### src/rtl/adder_pipe.sv
// rtl/adder_pipe.sv - chunked pipelined add/subtract with signed saturation and valid/ready flow
// Stage k adds chunk k of the operands with the carry registered by stage k-1.
module adder_pipe #(
  parameter int WIDTH  = 32,
  parameter int STAGES = 4
) (
  input  logic             clk,
  input  logic             rst,
  input  logic             in_valid,
  output logic             in_ready,
  input  logic [WIDTH-1:0] a,
  input  logic [WIDTH-1:0] b,
  input  logic             cin,
  input  logic             sub,
  input  logic             sat,
  output logic             out_valid,
  input  logic             out_ready,
  output logic [WIDTH-1:0] sum,
  output logic             cout,
  output logic             ovf
);
  localparam int C = WIDTH / STAGES;
  localparam int L = STAGES - 1;

  logic             advance;
  logic [WIDTH-1:0] eff_b;
  logic             eff_c;
  logic [WIDTH-1:0] raw;
  logic             a_msb;
  logic             b_msb;

  assign eff_b    = sub ? ~b : b;
  assign eff_c    = sub | cin;
  assign advance  = !out_valid || out_ready;
  assign in_ready = advance;

  for (genvar k = 0; k < STAGES; k++) begin : g_stg
    localparam int SRC = WIDTH - k * C;
    localparam int REM = SRC - C;

    logic [SRC-1:0]     src_a;
    logic [SRC-1:0]     src_b;
    logic               c_in;
    logic               sat_in;
    logic               am_in;
    logic               bm_in;
    logic               v_in;
    logic [C:0]         part;
    logic [(k+1)*C-1:0] res_d;
    logic [(k+1)*C-1:0] res_q;
    logic               v_q;
    logic               cy_q;
    logic               sat_q;
    logic               am_q;
    logic               bm_q;

    if (k == 0) begin : g_src
      assign src_a  = a;
      assign src_b  = eff_b;
      assign c_in   = eff_c;
      assign sat_in = sat;
      assign am_in  = a[WIDTH-1];
      assign bm_in  = eff_b[WIDTH-1];
      assign v_in   = in_valid;
      assign res_d  = part[C-1:0];
    end else begin : g_src
      assign src_a  = g_stg[k-1].g_rem.ra_q;
      assign src_b  = g_stg[k-1].g_rem.rb_q;
      assign c_in   = g_stg[k-1].cy_q;
      assign sat_in = g_stg[k-1].sat_q;
      assign am_in  = g_stg[k-1].am_q;
      assign bm_in  = g_stg[k-1].bm_q;
      assign v_in   = g_stg[k-1].v_q;
      assign res_d  = {part[C-1:0], g_stg[k-1].res_q};
    end

    // Only a C+1 bit adder per stage; the carry is the registered part[C].
    assign part = {1'b0, src_a[C-1:0]} + {1'b0, src_b[C-1:0]} + {{C{1'b0}}, c_in};

    always_ff @(posedge clk) begin
      if (rst) begin
        v_q   <= 1'b0;
        cy_q  <= 1'b0;
        sat_q <= 1'b0;
        am_q  <= 1'b0;
        bm_q  <= 1'b0;
        res_q <= '0;
      end else if (advance) begin
        v_q   <= v_in;
        cy_q  <= part[C];
        sat_q <= sat_in;
        am_q  <= am_in;
        bm_q  <= bm_in;
        res_q <= res_d;
      end
    end

    if (REM > 0) begin : g_rem
      logic [REM-1:0] ra_q;
      logic [REM-1:0] rb_q;

      always_ff @(posedge clk) begin
        if (advance) begin
          ra_q <= src_a[SRC-1:C];
          rb_q <= src_b[SRC-1:C];
        end
      end
    end
  end

  assign raw       = g_stg[L].res_q;
  assign a_msb     = g_stg[L].am_q;
  assign b_msb     = g_stg[L].bm_q;
  assign out_valid = g_stg[L].v_q;
  assign cout      = g_stg[L].cy_q;
  assign ovf       = (a_msb == b_msb) && (raw[WIDTH-1] != a_msb);
  // Clamp toward the sign of A: 0x7F..F for positive, 0x80..0 for negative.
  assign sum       = (g_stg[L].sat_q && ovf) ? {a_msb, {(WIDTH-1){!a_msb}}} : raw;

endmodule

### config.mk
export PLATFORM = sky130hd
export DESIGN_NAME = adder_pipe
export DESIGN_NICKNAME = d
export VERILOG_FILES = /design/src/rtl/adder_pipe.sv
export SDC_FILE = /design/constraint.sdc
export NUM_CORES = 1
export LEC_CHECK = 0
export ABC_AREA = 1
export BUFFER_PORTS_ARGS = -buffer_cell sky130_fd_sc_hd__buf_2
export CAP_MARGIN = 20
export CORE_MARGIN = 5
export CORE_UTILIZATION = 54
export CTS_BUF_LIST = sky130_fd_sc_hd__clkbuf_8
export CTS_CLUSTER_SIZE = 14
export DETAILED_ROUTE_END_ITERATION = 10
export MAX_ROUTING_LAYER = met4
export PLACE_DENSITY = 0.77
export RECOVER_POWER = 25
export SETUP_SLACK_MARGIN = 0.15
export SLEW_MARGIN = 20
export SYNTH_ARGS = -nofsm -noshare
export SYNTH_HDL_FRONTEND = slang
export SYNTH_SLANG_ARGS = --single-unit
### constraint.sdc
create_clock -name clk -period 3.9 [get_ports clk]
set_clock_uncertainty 0.2 [all_clocks]
set_input_delay 1.17 -clock clk [delete_from_list [all_inputs] [get_ports clk]]
set_output_delay 1.17 -clock clk [all_outputs]
set_load 0.02 [all_outputs]
* Word-level counts from Yosys, hierarchy flattened *
Cells that the tools add are included.

word-level totals
  word-level logic and storage cells = 49
  output and inout port bits = 36
  input bits = 71
  flip-flop bits (word level) = 196

operators by class
  multiplexer cells = 2
  add/subtract/negate cells = 8
  bitwise gates (word level) = 2
  reductions and logical operators = 5
  equal/unequal tests = 2

operator list
  kind                                    number
  32-bit 2-to-1 mux                       2
  8-bit by 8-bit adder with 9-bit output  4
  9-bit by 1-bit adder with 9-bit output  4
  32-bit inverter                         1
  1-bit logical AND                       2
  1-bit zero test                         2
  1-bit equality test                     1
  1-bit logical OR                        1
  1-bit inequality test                   1
  1-bit OR                                1

* Depth between registers and ports, before layout *
  depth in word-level cells = 4
  gate-level depth with buffers = 15
  depth with buffers taken out = 13

* Worst setup path after synthesis *
No wires, ideal clock.

  path kind = input to output
  start point = input out_ready
  end point = output in_ready
  data required time = 2.530 ns
  arrival time = 2.685 ns
  path buffers = 2
  cell stages on the path = 4
  path slack = -0.155 ns
  path through = nor2_4 inv_2 buf_6 buf_2

on the way
  longest elaborated chain between the ends = 1

ends and longest elaborated chain
  item              RTL line  text
  from (decl)       17        input logic out_ready,
  1-bit logical OR  34        assign advance = !out_valid || out_ready;
  to (decl)         10        output logic in_ready,

Every way passes these cells.

* Final worst setup path *
  start point = register g_stg[3].res_q[31]
  end point = output sum[13]

on the way
  longest elaborated chain between the ends = 4

ends and longest elaborated chain
  item                    RTL line  text
  from (decl)             50        logic [(k+1)*C-1:0] res_q;
  from (signal assigned)  94        res_q <= res_d;
  1-bit inequality test   116       assign ovf = (a_msb == b_msb) && (raw[WIDTH-1] != a_msb);
  1-bit logical AND       116
  1-bit logical AND       118       assign sum = (g_stg[L].sat_q && ovf) ? {a_msb, {(WIDTH-1){!a_msb}}} : raw;
  32-bit 2-to-1 mux       118
  to (decl)               18        output logic [WIDTH-1:0] sum,

Every way passes these cells.

==> results.sh <==
export IMPL_synthArstFlopShare=0
export IMPL_cts_clk_slew_worst_paths_ps=90
export IMPL_hp_class="flip-flop to flip-flop"
export IMPL_period_needed_ps=3430
export IMPL_slew_headroom=0.304
export IMPL_multi_input_area_um2=3030
export IMPL_finalHoldViolCount=0
export IMPL_htreeDepth=4
export IMPL_seq_area_um2=4880
export IMPL_cts_setup_buffers=0
export IMPL_grt_antenna_before_repair=0
export IMPL_num_vias=5720
export IMPL_grtUsageTotal=0.167
export IMPL_first_iter_violations=416
export IMPL_grt_use_met1=0.229
export IMPL_arrival_ps=2060
export IMPL_wl_per_cell_um=12.2
export IMPL_cts_buffer_depth=2
export IMPL_cp_max_fo=31
export IMPL_synthTopCellsByCount="nand2_1, nor2_1, dfxtp_1"
export IMPL_fmax_ghz=0.291
export IMPL_area_growth_synth_to_final_pct=12.1
export IMPL_synth_seq_cells=196
export IMPL_cts_tree="done"
export IMPL_top_usage_layer="met2"
export IMPL_cts_buffers=17
export IMPL_fp_dieW_um=135
export IMPL_syn_nets=986
export IMPL_grt_pass1_vias=5089
export IMPL_synth_ff_type="dfxtp_1"
export IMPL_outcome="complete, no violations"
export IMPL_cts_hold_buf=0
export IMPL_dpl_hpwl_mm=9.88
export IMPL_fin_area_um2=9470
export IMPL_die_h_um=135
export IMPL_io_buffer_count=106
export IMPL_final_cells=1193
export IMPL_vdd_ir_drop_max_v=0.000293
export IMPL_place_inst=1161
export IMPL_postSynthCellCount=879
export IMPL_drc_errors=0
export IMPL_grt_util_met2=0.247
export IMPL_final_nets=1076
export IMPL_post_synth_cell_area_avg_um2=9.61
export IMPL_place_area_um2=9050
export IMPL_avgViaCountPerCell=4.79
export IMPL_cp_data_required_time_ps=2530
export IMPL_wl_mm=14.5
export IMPL_start_util=0.554
export IMPL_crit_type="flip-flop to primary output"
export IMPL_yosys_warnings=0
export IMPL_synth_top_area_share=0.341
export IMPL_pin_count=107
export IMPL_overflow=0
export IMPL_synth_most_common_cell="nand2_1"
export IMPL_ant_nets=0
export IMPL_synthesis_area_um2=8450
export IMPL_fin_util=0.621
export IMPL_finalSetupViolCount=0
export IMPL_synthTopCellsByArea="edfxtp_1, dfxtp_1, nand2_1"
export IMPL_worstSkewPairLatency_ps=470
export IMPL_finalSetupTns_ps=0
export IMPL_worst_hold_slack_ps=219
export IMPL_worst_slew_pin_slew_ps=1040
export IMPL_startpoint_type="flip-flop"
export IMPL_grt_first_pass_wirelength_mm=23.6
export IMPL_fill_cells=1289
export IMPL_synth_top_area_cell="edfxtp_1"
export IMPL_grt_max_degree=216
export IMPL_first_pass_iters=5
export IMPL_row_count=45
export IMPL_dieArea_um2=18200
export IMPL_antenna_cells=0
export IMPL_p_per_area_nw_per_um2=489
export IMPL_end_kind="primary output"
export IMPL_ys_seq_area_frac=0.578
export IMPL_rsz0062_at_grt="false"
export IMPL_ys_types=28
export IMPL_use_met3=0.0380
export IMPL_core_um2=15300
export IMPL_finalMaxSlewViolations=0
export IMPL_synth_edf_count=96
export IMPL_min_period_over_period=0.880
export IMPL_cts_resized_gates=0
export IMPL_drive_gt1_frac=0.159
export IMPL_reg2reg_depth=10
export IMPL_cts_root_buffer="clkbuf_8"
export IMPL_p_leak_nw=4.71
export IMPL_gp_congestion=0.843
export IMPL_cts_sink_count=196
export IMPL_cap_violations=0
export IMPL_hold_depth=0
[flip-flops by register name (all words and copies together), names as in the netlist]
| name | flops |
|---|---|
| out_valid | 1 |
| a_msb | 1 |
| g_stg.sat_q | 4 |
| g_stg.g_rem.ra_q | 48 |
| g_stg.g_rem.rb_q | 48 |
| g_stg.cy_q | 3 |
| b_msb | 1 |
| g_stg.res_q | 80 |
| g_stg.v_q | 3 |
| g_stg.bm_q | 3 |
| g_stg.am_q | 3 |
| cout | 1 |
[critical path, cell delays in order (launching register included)]
cell and delay [ps]:
dfxtp_1 380, nand2_1 110, a21oi_4 190, nand3_2 480
nand2_1 230, buf_2 190
[kinds of logic (layout without fill, tap and decap cells)]
group / after synthesis / in the layout / share of synthesized area
AOI/OAI and AO/OA: 127 / 127 / 0.0786
and+or+nand+nor: 362 / 362 / 0.174
DFF: 196 / 196 / 0.578
buffers and inverters: 114 / 217 / 0.0628
adders and majority gates: 36 / 36 / 0.0604
xor gates and xnor gates: 44 / 44 / 0.0456
[final cells by class]
class	instances	share of cell area
Clock buffer	21	0.0305
Clock inverter	11	0.0144
Inverter	73	0.0295
Multi-Input combinational cell	569	0.320
Sequential cell	196	0.516
Tap cell	211	0.0279
Timing Repair Buffer	112	0.0616
[per-layer routing]
metal / vias up / part of all wire / wire, um
met4: 0 / 0.015 / 223
met3: 20 / 0.053 / 766
met5: - / 0 / 0
met2: 141 / 0.45 / 6600
li1: 3033 / - / -
met1: 2526 / 0.48 / 6960
[cell usage in the layout, fill, tap and decap left out, drive strengths merged]
cell type / synthesis / layout
a211oi: 4 / 4
edfxtp: 96 / 96
clkinv: 0 / 4
clkbuf: 16 / 23
nand2: 158 / 158
bufinv: 0 / 3
xnor2: 6 / 6
xor2: 38 / 38
or2: 11 / 11
dfxtp: 100 / 100
a21oi: 23 / 23
fa: 8 / 8
o21bai: 3 / 3
o21ai: 97 / 97
ha: 28 / 28
buf: 25 / 110
nand3: 37 / 37
nand3b: 7 / 7
inv: 73 / 77
nor2: 149 / 149
[power breakdown]
part / internal (mW) / leakage, nW / total [mW] / switching (mW)
clock: 0.675 / 0.227 / 1.36 / 0.680
combinational: 0.314 / 2.65 / 0.783 / 0.469
sequential: 2.40 / 1.84 / 2.49 / 0.0925
total: 3.39 / 4.71 / 4.63 / 1.24
[per-stage QoR]
stage               worst slack (ps)  total power, mW
floorplan                        367             3.09
global placement                 680             3.29
detailed placement               652             3.32
CTS                              402             4.67
global route                     269             4.88
finish                           468             4.63
[path summary, 6_finish.rpt]
kind,start,endpoint,slack (ps)
max,g_stg[3].res_q[31],sum[13],470
min,g_stg[1].g_rem.rb_q[11],g_stg[2].g_rem.rb_q[3],220
max reg2reg,g_stg[2].g_rem.ra_q[0],g_stg[3].res_q[30],1710
min reg2reg,g_stg[1].g_rem.rb_q[11],g_stg[2].g_rem.rb_q[3],220
Note: power is estimated with default switching activity, not from simulation.
